<file path="config.mk">
export PLATFORM = sky130hd
export DESIGN_NAME = sprite_blitter
export DESIGN_NICKNAME = d
export VERILOG_FILES = /design/src/rtl/bomberman_pkg.sv /design/src/rtl/sprite_blitter_pixel_scan_counter.sv /design/src/rtl/sprite_blitter.sv
export SDC_FILE = /design/constraint.sdc
export NUM_CORES = 1
export LEC_CHECK = 0
export ABC_AREA = 0
export CORE_UTILIZATION = 30
export DETAILED_ROUTE_END_ITERATION = 8
export PLACE_DENSITY = 0.61
export SYNTH_ARGS = -nofsm -noshare
export SYNTH_HDL_FRONTEND = slang
export SYNTH_SLANG_ARGS = --single-unit
</file>
<file path="constraint.sdc">
create_clock -name clock_i -period 2.6 [get_ports clock_i]
set_clock_uncertainty 0.15 [all_clocks]
set_input_delay 0.52 -clock clock_i [delete_from_list [all_inputs] [get_ports clock_i]]
set_output_delay 0.52 -clock clock_i [all_outputs]
set_load 0.03 [all_outputs]
</file>
<file path="src/rtl/bomberman_pkg.sv">
// bomberman_pkg: shared constants, blitter state encoding and ROM select codes.
package bomberman_pkg;
    localparam int SPRITE_W = 16;
    localparam int SPRITE_H = 16;
    localparam int SCREEN_W = 160;
    localparam int SCREEN_H = 120;
    localparam int COLOUR_W = 3;
    localparam int ROM_AW   = 12;
    localparam logic [COLOUR_W-1:0] KEY_COLOUR = COLOUR_W'(5);
    typedef enum logic [1:0] {IDLE, RUN, DRAIN, DONE} state_e;
    typedef enum logic [1:0] {MEM_TITLE, MEM_STAGE, MEM_WIN, MEM_SPRITES} mem_sel_e;
endpackage

</file>
<file path="src/rtl/sprite_blitter_pixel_scan_counter.sv">
// pixel_scan_counter: raster x/y counter over a W x H sprite; wraps to (0,0) after last.
module pixel_scan_counter #(
    parameter int W = 16,
    parameter int H = 16
) (
    input  logic                 clock_i,
    input  logic                 resetn_i,
    input  logic                 en_i,
    output logic [$clog2(W)-1:0] x_o,
    output logic [$clog2(H)-1:0] y_o,
    output logic                 last_o
);
    localparam int XW = $clog2(W);
    localparam int YW = $clog2(H);
    logic [XW-1:0] x_q, x_d;
    logic [YW-1:0] y_q, y_d;
    // Power-of-2 dimensions let both counters wrap naturally.
    assign x_d = en_i ? x_q + 1'b1 : x_q;
    assign y_d = (en_i && x_q == XW'(W - 1)) ? y_q + 1'b1 : y_q;
    always_ff @(posedge clock_i or negedge resetn_i) begin
        if (!resetn_i) begin
            x_q <= '0;
            y_q <= '0;
        end else begin
            x_q <= x_d;
            y_q <= y_d;
        end
    end
    assign x_o    = x_q;
    assign y_o    = y_q;
    assign last_o = x_q == XW'(W - 1) && y_q == YW'(H - 1);
endmodule

</file>
<file path="src/rtl/sprite_blitter.sv">
// sprite_blitter: copies one SPRITE_W x SPRITE_H ROM image into the frame buffer, one pixel per clock.
// Define SPRITE_BLIT_TRANSPARENCY_EN to skip pixels whose colour equals KEY_COLOUR.
module sprite_blitter
    import bomberman_pkg::*;
(
    input  logic                clock_i,
    input  logic                resetn_i,
    input  logic                start_i,
    input  logic [1:0]          mem_sel_i,
    input  logic [ROM_AW-1:0]   src_base_i,
    input  logic [8:0]          dst_x_i,
    input  logic [7:0]          dst_y_i,
    output logic [1:0]          rom_sel_o,
    output logic [ROM_AW-1:0]   rom_addr_o,
    input  logic [COLOUR_W-1:0] rom_data_i,
    output logic [8:0]          fb_x_o,
    output logic [7:0]          fb_y_o,
    output logic [COLOUR_W-1:0] fb_colour_o,
    output logic                fb_we_o,
    output logic                busy_o,
    output logic                finished_o
);
    localparam int XW = $clog2(SPRITE_W);
    localparam int YW = $clog2(SPRITE_H);
    state_e                state_q, state_d;
    logic                  drain_q, drain_d;
    logic [1:0]            sel_q;
    logic [ROM_AW-1:0]     base_q;
    logic [8:0]            dx_q;
    logic [7:0]            dy_q;
    logic [XW-1:0]         sx;
    logic [YW-1:0]         sy;
    logic                  last, accept, we_d;
    logic                  v1_q;
    logic [9:0]            x1_q;
    logic [8:0]            y1_q;
    logic                  fb_we_q;
    logic [8:0]            fb_x_q;
    logic [7:0]            fb_y_q;
    logic [COLOUR_W-1:0]   col_q;

    pixel_scan_counter #(.W(SPRITE_W), .H(SPRITE_H)) u_scan (
        .clock_i (clock_i),
        .resetn_i(resetn_i),
        .en_i    (state_q == RUN),
        .x_o     (sx),
        .y_o     (sy),
        .last_o  (last)
    );

    assign accept = state_q == IDLE && start_i;

    always_comb begin
        state_d = state_q;
        drain_d = 1'b0;
        unique case (state_q)
            IDLE:    state_d = start_i ? RUN : IDLE;
            RUN:     state_d = last ? DRAIN : RUN;
            DRAIN: begin
                drain_d = ~drain_q;
                state_d = drain_q ? DONE : DRAIN;
            end
            DONE:    state_d = IDLE;
        endcase
    end

    // Coordinate sums are one bit wider than the ports so off-screen pixels are detectable.
`ifdef SPRITE_BLIT_TRANSPARENCY_EN
    assign we_d = v1_q && x1_q < 10'(SCREEN_W) && y1_q < 9'(SCREEN_H) && rom_data_i != KEY_COLOUR;
`else
    assign we_d = v1_q && x1_q < 10'(SCREEN_W) && y1_q < 9'(SCREEN_H);
`endif

    always_ff @(posedge clock_i or negedge resetn_i) begin
        if (!resetn_i) begin
            state_q <= IDLE;
            drain_q <= 1'b0;
            sel_q   <= '0;
            base_q  <= '0;
            dx_q    <= '0;
            dy_q    <= '0;
            v1_q    <= 1'b0;
            x1_q    <= '0;
            y1_q    <= '0;
            fb_we_q <= 1'b0;
            fb_x_q  <= '0;
            fb_y_q  <= '0;
            col_q   <= '0;
        end else begin
            state_q <= state_d;
            drain_q <= drain_d;
            if (accept) begin
                sel_q  <= mem_sel_i;
                base_q <= src_base_i;
                dx_q   <= dst_x_i;
                dy_q   <= dst_y_i;
            end
            v1_q    <= state_q == RUN;
            x1_q    <= {1'b0, dx_q} + 10'(sx);
            y1_q    <= {1'b0, dy_q} + 9'(sy);
            fb_we_q <= we_d;
            fb_x_q  <= x1_q[8:0];
            fb_y_q  <= y1_q[7:0];
            col_q   <= rom_data_i;
        end
    end

    assign rom_sel_o   = sel_q;
    assign rom_addr_o  = base_q + ROM_AW'({sy, sx});
    assign fb_we_o     = fb_we_q;
    assign fb_x_o      = fb_x_q;
    assign fb_y_o      = fb_y_q;
    assign fb_colour_o = col_q;
    assign busy_o      = state_q != IDLE;
    assign finished_o  = state_q == DONE;
endmodule
</file>
# Word level (Yosys, flattened, before mapping)
# Index checks and enable logic that the tools add are counted.
[op_classes]
addsub = 5
n_lt_le_gt_ge = 2
eq_ne = 5
n_mux = 5
bitwise = 1
n_reduce_logical = 7
[ops]
columns = ["op", "n"]
rows = [
  ["$add A12 B8 Y12", 1],
  ["$add A9 B4 Y10", 1],
  ["$lt A10 B8 Y1 const B", 1],
  ["$add A8 B4 Y9", 1],
  ["$lt A9 B7 Y1 const B", 1],
  ["$add A4 B1 Y4 const B", 2],
  ["$eq A4 B4 Y1 const B", 2],
  ["$pmux W2 S4", 1],
  ["$logic_and A1 B1 Y1", 5],
  ["$eq A2 B2 Y1 const B", 2],
  ["$mux W1", 3],
  ["$eq A2 B1 Y1 const B", 1],
  ["$logic_not A2 Y1", 1],
  ["$mux W2", 1],
  ["$reduce_bool A2 Y1", 1],
  ["$not A1 Y1", 1],
]
[word_totals]
regBits = 83
input_bits = 37
output_inout_bits = 37
word_cells = 40

# Depth between registers and ports, before layout
# Gate-level depths: netlist (run 1).
[depth]
word_depth = 4
ltp_mapped = 8
depth_no_buf = 8

# Modules after synthesis
# From an unflattened synthesis (run 1), not the netlist that was laid out.
[hier_totals]
hier_cells = 266
area_unflattened_um2 = 3518.4
[by_module_without_submodules]
columns = ["mod", "n_inst", "cells_each", "area_per_inst_um2", "seq_area_each_um2"]
rows = [
  ["sprite_blitter", 1, 237, 3160.5, 1876.8],
  ["pixel_scan_counter", 1, 29, 357.8, 200.2],
]

# Worst setup path before layout (run 1)
# No wires, ideal clock.
[synth_path]
kind = "reg2out"
start = "reg u_scan.x_q[0] (netlist: u_scan.x_o[0])"
end = "out rom_addr_o[6]"
arrival_time_ps = 1890
required_time_ps = 1930
slack_ps = 40
stages_incl_launch_ff = 7
n_path_buf = 0
path_cell_list = "dfrtp_1 > ha_1 > fa_1 > a211oi_1 > o21bai_1 > a21oi_1 > xnor2_1"
[synth_between]
elab_chain_cells = 1
[synth_rtl]
columns = ["element", "line", "rtl"]
rows = [
  ["from (decl)", "sprite_blitter_pixel_scan_counter.sv:15", "logic [XW-1:0] x_q, x_d;"],
  ["from (signal assigned)", "sprite_blitter_pixel_scan_counter.sv:22", "x_q <= '0;"],
  ["from (signal assigned)", "sprite_blitter_pixel_scan_counter.sv:25", "x_q <= x_d;"],
  ["$add A12 B8 Y12", "sprite_blitter.sv:109", "assign rom_addr_o = base_q + ROM_AW'({sy, sx});"],
  ["to (decl)", "sprite_blitter.sv:14", "output logic [ROM_AW-1:0] rom_addr_o,"],
]
# Every way passes these cells.

# Worst setup path after layout (run 1)
[layout_path]
start = "reg u_scan.x_q[0] (netlist: u_scan.x_o[0])"
end = "out rom_addr_o[10]"
# Same word-level chain as after synthesis.

==> flow_summary_export.csv, run 1 <==
group,metric,value,unit
sta,hold_violations,0,
floorplan,initial_core_util,0.310,
detailed_routing,viasPerCell,4.56,
detailed_routing,ant_nets,0,
finish,num_antenna_cells,0,
placement,place_ws,-0.0260,ns
logic_synthesis,ys_seq_area_frac,0.585,
logic_synthesis,synth_most_common_cell,"dfrtp_1",
clocking,cts.reportedPaths.clkPinSlew,0.06,ns
min_path,hold_path.class,"reg2reg",
floorplan,core,0.0115,sq mm
global_route,antenna_found_initial,0,
logic_synthesis,synth_edf_count,0,
sta,setup_viol,8,
clocking,h-tree-depth,3,
logic_synthesis,ys.flop_type,"dfrtp_1",
global_route,grt_pass1_wl,12.2,mm
pwr,power.density,634,mW/mm^2
finish,drive_above_1_share,0.238,
logic_synthesis,syn_inst,261,
logic_synthesis,ys_seq_elements,83,
logic_synthesis,synth_top_cell_by_area,"dfrtp_1",
sta,slew_headroom,0.689,
sta,drv_slew,0,
sta,worst_slew_pin_slew,0.467,ns
global_route,use_met3,0.0487,
finish,finalNetCount,414,
logic_synthesis,synth_common_cells,"83 x dfrtp_1, 29 x mux2_2, 21 x xnor2_1, 18 x ha_1, 14 x nand2_1",
worst_setup_path,crit_required,1.93,ns
logic_synthesis,synth_warnings,0,
clocking,tritoncts,"done",
sta,worst_slack,-0.209,ns
global_route,grt_pass1_vias,2477,
worst_setup_path,crit_path_max_incr_delay,0.41,ns
pwr,peakVddDrop,580,uV
global_route,grt_use_met1,0.156,
placement,place_area,0.00453,sq mm
worst_setup_path,crit_arrival,2.14,ns
sta,fin_setup_tns,-1.12,ns
worst_setup_path,crit_family,"adder cells",
worst_setup_path,crit_fanout,3,
placement,portBuffers,73,
logic_synthesis,synth_fp_nets,319,
logic_synthesis,synthArstFlopShare,1.00,
logic_synthesis,mappedNetlistArea,0.00355,sq mm
global_route,grt_max_degree,34,
detailed_routing,drt-wirelength-per-cell,14.0,microns
floorplan,die_width,111,microns
worst_setup_path,critPathCaptureType,"output pin",
status,status,"finished with violations",
detailed_routing,initialDrtViolationCount,54,
global_route,overflow,0,
global_route,grt_busiest_layer,"met2",
clocking,cts_buffers,9,
clocking,post_cts_buffers,0,
pwr,p_leak,2.22,nW
detailed_routing,drc_errors,0,
floorplan,ios,74,
sta,period_share,1.08,
clocking,clockBufferDepth,2,
logic_synthesis,synth_area_leaders,"dfrtp_1 58%, mux2_2 9.2%, ha_1 6.3%",
finish,num-fill-cells,1063,
logic_synthesis,postSynthAreaPerCell,13.6,sq um
global_route,grt_util_all_layers,0.128,
placement,gp_congestion,0.748,
worst_setup_path,path_cells,"ha_4 -> fa_2 -> a211oi_2 -> o211ai_1 -> nand4_1 -> xnor2_1 -> buf_4",
detailed_routing,dr.pass1.iters,4,
finish,syn2layout_area_growth,38.6,%
placement,dp.cells,487,
detailed_routing,drt_wl_total,7.07,mm
floorplan,die_height,111,microns
sta,fmax,356,MHz
floorplan,rows,39,
sta,min_period,2.81,ns
job,drv_cap,0,
status,failed_checks,"setup timing",
clocking,cts_sinks,83,
logic_synthesis,synth_top_area_frac,0.585,
global_route,globalRouteMet2Util,0.207,
placement,dp.final_hpwl,5.25,mm
worst_setup_path,cp_num_buf_inv,1,
finish,fin_cells,504,
floorplan,dieArea,0.0123,sq mm
worst_setup_path,cp-start-kind,"register",
worst_setup_path,critPathKind,"reg2out",
worst_setup_path,cp_slowest_cell,"dfrtp_1",
detailed_routing,vias,2296,
clocking,clock_latency,0.33,ns
clocking,cts-root-buf,"clkbuf_16",
logic_synthesis,ys_types,41,
finish,final_area,0.00492,sq mm
sta,rsz0062_at_grt,"true",
[state kept, by name (all words and copies together), names as in the netlist, 2 cells and up, named ones only]
name / cells
u_scan.y_o: 4
y1_q: 9
dx_q: 9
fb_y_o: 8
base_q: 12
rom_sel_o: 2
fb_x_o: 9
u_scan.x_o: 4
fb_colour_o: 3
dy_q: 8
x1_q: 10
[stage by stage]
step | hold slack [ns] | util | power [mW]
floorplan | 0.0744 | - | 1.58
global placement | 0.183 | 0.395 | 1.76
detailed placement | 0.186 | 0.395 | 1.77
CTS | 0.200 | 0.428 | 3.17
global route | 0.201 | 0.429 | 3.26
finish | 0.197 | 0.429 | 3.12
[report_power, final]
| group | total (mW) | internal (mW) | switching (mW) |
|---|---|---|---|
| combinational | 0.353 | 0.172 | 0.181 |
| sequential | 1.39 | 1.36 | 0.0338 |
| clock | 1.38 | 0.872 | 0.503 |
[kinds of logic (layout without fill, tap and decap cells)]
kind of cell               Yosys count  count (layout)  share of synthesized area
and+or+nand+nor                     47              47                     0.0747
adders and majority gates           21              21                     0.0803
DFF                                 83              83                      0.585
muxes                               32              32                      0.101
AOI/OAI and AO/OA                   37              37                     0.0687
buffers and inverters               13             113                     0.0211
xor gates and xnor gates            28              28                     0.0691
[timing repair]
item | in CTS | in global routing
setup endpoints to repair | 8 | 9
hold buffers | 1 | 0
resized for setup | 8 | 2
endpoints found under the hold margin | 7 | 0
cloned | 0 | 0
pin swaps | 11 | 6
[per-layer routing]
metal | vias to the layer above | routed length (microns)
met5 | - | 0
met1 | 1124 | 3140
met3 | 9 | 462
met2 | 67 | 3370
li1 | 1096 | -
met4 | 0 | 102
[layout make-up]
| type | count | area (sq um) | area share |
|---|---|---|---|
| multi-input cells | 165 | 1450 | 0.294 |
| clock buffers | 11 | 243 | 0.0493 |
| flip-flops and latches | 83 | 2080 | 0.422 |
| inverters | 9 | 33.8 | 0.00686 |
| well taps | 143 | 179 | 0.0364 |
| clock inverters | 5 | 85.1 | 0.0173 |
| repair buffers | 88 | 855 | 0.174 |
[placed cells by master (no fill, tap or decap), types with 2 or more instances in the layout]
master and count:
clkbuf_16 9, bufinv_16 2, o21ai_0 10, ha_1 15, inv_1 8, clkdlybuf4s50_1 61, mux2_1 2, a21oi_2 4
a21oi_1 6, a21o_1 5, and3_1 4, a31oi_1 2, nor2b_1 4, nand2_1 14, mux2_2 29, o21bai_1 2
buf_12 3, dfrtp_1 83, buf_4 22, ha_4 2, nand4_1 4, nand3_1 3, nor2_1 8, xnor2_1 21
xor2_1 7, fa_1 2
[path summary, 6_finish.rpt]
kind,from,end,slack [ns],cells past startpoint
max,u_scan.x_o[0],rom_addr_o[10],-0.21,7
min,x1_q[2],fb_x_o[2],0.20,0
max reg2reg,u_scan.x_o[0],x1_q[8],0.28,9
min reg2reg,x1_q[2],fb_x_o[2],0.20,0
max in group asynchronous,resetn_i,fb_x_o[7],1.20,3
min in group asynchronous,resetn_i,base_q[3],0.53,2
No activity file was read; power rests on OpenSTA's default activity.
==> inputs of run 2 (changes only) <==
Settings changed: ABC_AREA 0 to 1, PLACE_DENSITY 0.61 to 0.6.
==> flow_summary_export.csv, run 2 <==
group,metric,value,unit
sta,timing.hold.ws,0.0178,ns
worst_setup_path,cp.depth,8,
finish,drive_above_1_share,0.201,
placement,portBuffers,73,
global_route,grt_pass1_wl,12.1,mm
sta,slew_headroom,0.596,
detailed_routing,initialDrtViolationCount,132,
logic_synthesis,ys.flop_type,"dfrtp_1",
clocking,cts.reportedPaths.clkPinSlew,0.06,ns
finish,largest_register,"base_q",
pwr,pwr-share-clk,0.467,
logic_synthesis,synth_edf_count,0,
detailed_routing,dr.pass1.iters,4,
floorplan,die_height,114,microns
logic_synthesis,syn_inst,352,
logic_synthesis,synth_top_cell_by_area,"dfrtp_1",
sta,hold_violations,0,
worst_setup_path,r2r_cells,7,
detailed_routing,drc_errors,0,
floorplan,ios,74,
status,failed_checks,"setup timing",
detailed_routing,vias,2625,
worst_setup_path,crit_arrival,1.96,ns
floorplan,dieArea,0.0129,sq mm
sta,worst_slack,-0.0283,ns
worst_setup_path,timing.rr.end,"x1_q[8]",
global_route,grt_max_degree,45,
logic_synthesis,synth_most_common_cell,"dfrtp_1",
worst_setup_path,crit_path_start,"base_q[0]",
worst_setup_path,reg2reg_slack,0.51,ns
clocking,tritoncts,"done",
sta,fmax,380,MHz
sta,worst_slew_pin_slew,0.605,ns
finish,final_area,0.00518,sq mm
detailed_routing,viasPerCell,4.23,
worst_setup_path,crit_fanout,3,
placement,place_ws,0.160,ns
global_route,antenna_found_initial,0,
finish,syn2layout_area_growth,38.9,%
pwr,peakVddDrop,195,uV
floorplan,die_width,114,microns
pwr,p_int,2.01,mW
finish,final_common_cell,"dfrtp_1",
worst_setup_path,cp-start-kind,"register",
logic_synthesis,mappedNetlistArea,0.00373,sq mm
min_path,hold_path.class,"in2async",
clocking,cts_hold_buf,0,
logic_synthesis,synthArstFlopShare,1.00,
logic_synthesis,synth_fp_nets,410,
global_route,overflow,0,
detailed_routing,ant_nets,0,
worst_setup_path,crit_required,1.93,ns
detailed_routing,drt-wirelength-per-cell,12.0,microns
logic_synthesis,synth_top_area_frac,0.556,
floorplan,initial_core_util,0.309,
pwr,power.density,502,mW/mm^2
status,status,"finished with violations",
logic_synthesis,synth_area_leaders,"dfrtp_1 56%, nand2_1 7.4%, ha_1 6.0%",
logic_synthesis,ys_seq_area_frac,0.556,
logic_synthesis,ys_seq_elements,83,
floorplan,rows,40,
finish,top_regs,"base_q: 12 flops, x1_q: 10 flops",
pwr,p_sw,0.590,mW
clocking,cts_buffers,9,
worst_setup_path,crit_end,"rom_addr_o[6]",
logic_synthesis,synth_warnings,0,
worst_setup_path,cp_slowest_cell,"dfrtp_1",
sta,min_period,2.63,ns
worst_setup_path,path_cells,"ha_4 -> fa_2 -> nand3_2 -> nand3_2 -> nand2_1 -> nand2_1 -> xor2_1 -> buf_4",
logic_synthesis,postSynthAreaPerCell,10.6,sq um
global_route,grt_pass1_vias,2562,
placement,gp_congestion,0.838,
clocking,clockBufferDepth,2,
pwr,p_sw_frac,0.227,
worst_setup_path,crit_path_max_incr_delay,0.42,ns
pwr,seq_power_share,0.497,
logic_synthesis,synth_common_cells,"83 x dfrtp_1, 74 x nand2_1, 37 x inv_1, 27 x nand3_1, 27 x nor2_1",
finish,largest_reg_flops,12,
sta,rsz0062_at_grt,"true",
detailed_routing,drt_wl_total,7.44,mm
sta,setup_viol,1,
pwr,p_comb_frac,0.036,
worst_setup_path,critPathCaptureType,"output pin",
global_route,grt_util_all_layers,0.122,
clocking,cts_sinks,83,
floorplan,core,0.0121,sq mm
job,drv_cap,0,
finish,finalNetCount,505,
clocking,clock_latency,0.34,ns
worst_setup_path,cp_num_buf_inv,1,
finish,mostFrequentLayoutCells,"76 x dfrtp_1, 74 x nand2_1, 61 x clkdlybuf4s50_1",
logic_synthesis,ys_types,23,
pwr,p_leak,2.56,nW
placement,place_area,0.00464,sq mm
placement,dp.final_hpwl,5.30,mm
sta,drv_slew,0,
clocking,h-tree-depth,3,
finish,num_antenna_cells,0,
pwr,total_power,2.60,mW
worst_setup_path,crit_family,"adder cells",
sta,fin_setup_tns,-0.0283,ns
worst_setup_path,r2r-start,"u_scan.x_o[0]",
clocking,cts-root-buf,"clkbuf_16",
sta,period_share,1.01,
worst_setup_path,critPathKind,"reg2out",
-- run 2: power groups by stage --
stage | sequential (mW) | clock (mW) | combinational, mW
floorplan | 1.32 | 0 | 0.000723
global placement | 1.32 | 0 | 0.0959
detailed placement | 1.32 | 0 | 0.0966
CTS | 1.29 | 1.25 | 0.0969
global route | 1.29 | 1.31 | 0.103
finish | 1.29 | 1.21 | 0.0935
-- run 2: stage by stage --
step / std cells / utilization
CTS: 609 / 0.420
floorplan: 352 / -
global route: 620 / 0.430
detailed placement: 590 / 0.385
finish: 620 / 0.430
global placement: 590 / 0.385
-- run 2: area by class of cell --
class | instances | area (sq um)
clock buffer | 9 | 225
sequential | 83 | 2090
fill | 1154 | 6880
tap | 168 | 210
timing repair buffer | 89 | 853
clock inverter | 7 | 61.3
multi-input combinational | 227 | 1610
inverter | 37 | 139
-- run 2: cell families (layout without fill, tap and decap cells) --
family                     count (synthesis)  after routing  synth area share
and+or+nand+nor                          139            139             0.157
buffers and inverters                     42            142            0.0489
AOI/OAI and AO/OA                         25             25            0.0349
adders and majority gates                 21             21            0.0764
xor gates and xnor gates                  22             22            0.0516
DFF                                       83             83             0.556
muxes                                     20             20            0.0744
-- run 2: worst reg2reg max path, stage by stage (launching register included) --
cell	delay [ns]
dfrtp_1	0.40
buf_4	0.16
ha_1	0.16
inv_1	0.06
fa_1	0.40
o21ai_1	0.33
nand3_1	0.14
xor2_1	0.17
-- run 2: worst min path at each step --
| stage | endpoint | from |
|---|---|---|
| 3_3_place_gp | fb_x_o[4] | x1_q[4] |
| 5_1_grt | fb_colour_o[2] | resetn_i |
| 6_report | y1_q[3] | resetn_i |
| 2_1_floorplan | async pin | resetn_i |
| 3_5_place_dp | fb_y_o[0] | y1_q[0] |
| 4_1_cts | y1_q[3] | resetn_i |
-- run 2: timing repair --
action | in CTS | in global routing
buffers inserted | 3 | 11
endpoints found under the setup margin | 8 | 8
pin swaps | 3 | 4
gates resized for setup | 16 | 12
-- run 2: metal layers --
layer  GRT usage  share of wire  vias up
li1            -              -     1325
met1       0.150           0.45     1208
met2       0.196           0.48       77
met3      0.0393          0.057       15
met4      0.0526          0.018        0
met5           0              0        -
==> inputs of run 3 (changes only) <==
Settings changed: CORE_UTILIZATION 30 to 37, PLACE_DENSITY 0.6 to 0.7.
Clock period 2.6 ns to 2.8 ns, I/O delays scaled along.
==> flow_summary_export.csv, run 3 (same netlist as run 2, synthesis figures left out) <==
group,metric,value,unit
status,status,"finished clean",
worst_setup_path,cp_slowest_cell,"dfrtp_1",
worst_setup_path,cp_num_buf_inv,1,
finish,final_area,0.00491,sq mm
floorplan,dieArea,0.0105,sq mm
clocking,cts-root-buf,"clkbuf_8",
global_route,overflow,0,
global_route,use_met3,0.0308,
global_route,grt_pass1_vias,2634,
finish,mostFrequentLayoutCells,"83 x dfrtp_1, 73 x nand2_1, 61 x clkdlybuf4s50_1",
finish,drive_above_1_share,0.155,
floorplan,ios,74,
finish,num_antenna_cells,0,
worst_setup_path,crit_required,2.09,ns
clocking,cts_hold_buf,0,
detailed_routing,drc_errors,0,
finish,finalNetCount,505,
global_route,grt_util_all_layers,0.152,
floorplan,initial_core_util,0.382,
global_route,globalRouteMet2Util,0.251,
detailed_routing,ant_nets,0,
clocking,cts.reportedPaths.clkPinSlew,0.08,ns
detailed_routing,drt-wirelength-per-cell,12.4,microns
sta,period_share,0.959,
global_route,antenna_found_initial,0,
floorplan,rows,36,
finish,largest_reg_flops,12,
clocking,clockBufferDepth,2,
worst_setup_path,critPathKind,"reg2out",
clocking,cts_sinks,83,
worst_setup_path,crit_family,"adder cells",
finish,num-fill-cells,899,
min_path,hold_path.class,"in2async",
finish,fin_cells,585,
floorplan,die_width,102,microns
worst_setup_path,path_cells,"ha_2 -> fa_2 -> nand3_2 -> nand3_2 -> nand2_1 -> nand2_1 -> xor2_1 -> buf_4",
pwr,power.density,451,mW/mm^2
detailed_routing,initialDrtViolationCount,62,
floorplan,core,0.00977,sq mm
clocking,cts_buffers,9,
detailed_routing,dr.pass1.iters,4,
worst_setup_path,crit_fanout,3,
worst_setup_path,cp-start-kind,"register",
global_route,grt_pass1_wl,12.1,mm
clocking,tritoncts,"done",
global_route,grt_max_degree,47,
sta,hold_violations,0,
placement,place_area,0.00467,sq mm
job,drv_cap,0,
worst_setup_path,crit_path_start,"base_q[0]",
sta,fmax,372,MHz
placement,place_ws,0.145,ns
detailed_routing,drt_wl_total,7.24,mm
placement,dp.final_hpwl,5.43,mm
finish,final_common_cell,"dfrtp_1",
clocking,h-tree-depth,3,
finish,seq_area,0.00208,sq mm
sta,worst_slack,0.115,ns
finish,syn2layout_area_growth,31.5,%
finish,largest_register,"base_q",
detailed_routing,vias,2598,
global_route,grt_use_met1,0.194,
pwr,peakVddDrop,247,uV
sta,slew_headroom,0.604,
placement,gp_congestion,0.825,
sta,worst_slew_pin_slew,0.593,ns
placement,portBuffers,73,
worst_setup_path,r2r-start,"u_scan.x_o[0]",
placement,dp.cells,567,
detailed_routing,viasPerCell,4.44,
finish,top_regs,"base_q: 12 flops, x1_q: 10 flops",
sta,min_period,2.68,ns
finish,multi_input_area,0.00149,sq mm
worst_setup_path,crit_arrival,1.97,ns
worst_setup_path,crit_path_max_incr_delay,0.39,ns
pwr,p_leak,2.54,nW
floorplan,die_height,102,microns
clocking,clock_latency,0.34,ns
global_route,grt_busiest_layer,"met2",
sta,setup_viol,0,
sta,drv_slew,0,
worst_setup_path,critPathCaptureType,"output pin",
run 3: final cells by class:
| type | instances | area share |
|---|---|---|
| Sequential cell | 83 | 0.423 |
| Multi-Input combinational cell | 227 | 0.304 |
| Timing Repair Buffer | 89 | 0.166 |
| Tap cell | 133 | 0.0339 |
| Inverter | 37 | 0.0283 |
| Clock buffer | 10 | 0.0260 |
| Clock inverter | 6 | 0.0178 |
run 3: final timing paths:
kind,end,slack [ns],cells past startpoint
setup / recovery,rom_addr_o[6],0.12,8
hold / removal,fb_y_o[3],0.06,1
setup reg to reg,x1_q[6],0.77,8
hold reg to reg,fb_x_o[3],0.20,0
max in group asynchronous,base_q[10],1.72,2
min in group clock_i,fb_x_o[3],0.20,0
run 3: layer usage:
| metal | up-vias | share of wire |
|---|---|---|
| li1 | 1325 | - |
| met1 | 1208 | 0.47 |
| met2 | 59 | 0.48 |
| met3 | 6 | 0.042 |
| met4 | 0 | 0.0076 |
| met5 | - | 0 |
run 3: repair_timing:
action | CTS | global route
gates cloned | 0 | 0
setup endpoints to repair | 8 | 7
pin swaps | 0 | 1
gates resized for setup | 7 | 10
buffers inserted | 0 | 2
run 3: stage by stage:
step	utilization	power [mW]	TNS, ns	hold WS (ns)
2_1_floorplan	-	1.23	0	0.114
3_3_place_gp	0.478	1.31	0	0.182
3_5_place_dp	0.478	1.31	0	0.186
4_1_cts	0.500	2.24	0	0.0579
5_1_grt	0.502	2.30	-0.0104	0.0916
6_report	0.502	2.21	0	0.0554
run 3: where the power goes:
group,internal (mW),switching (mW)
sequential,1.20,0.000454
combinational,0.0492,0.0365
clock,0.505,0.424
total,1.75,0.461
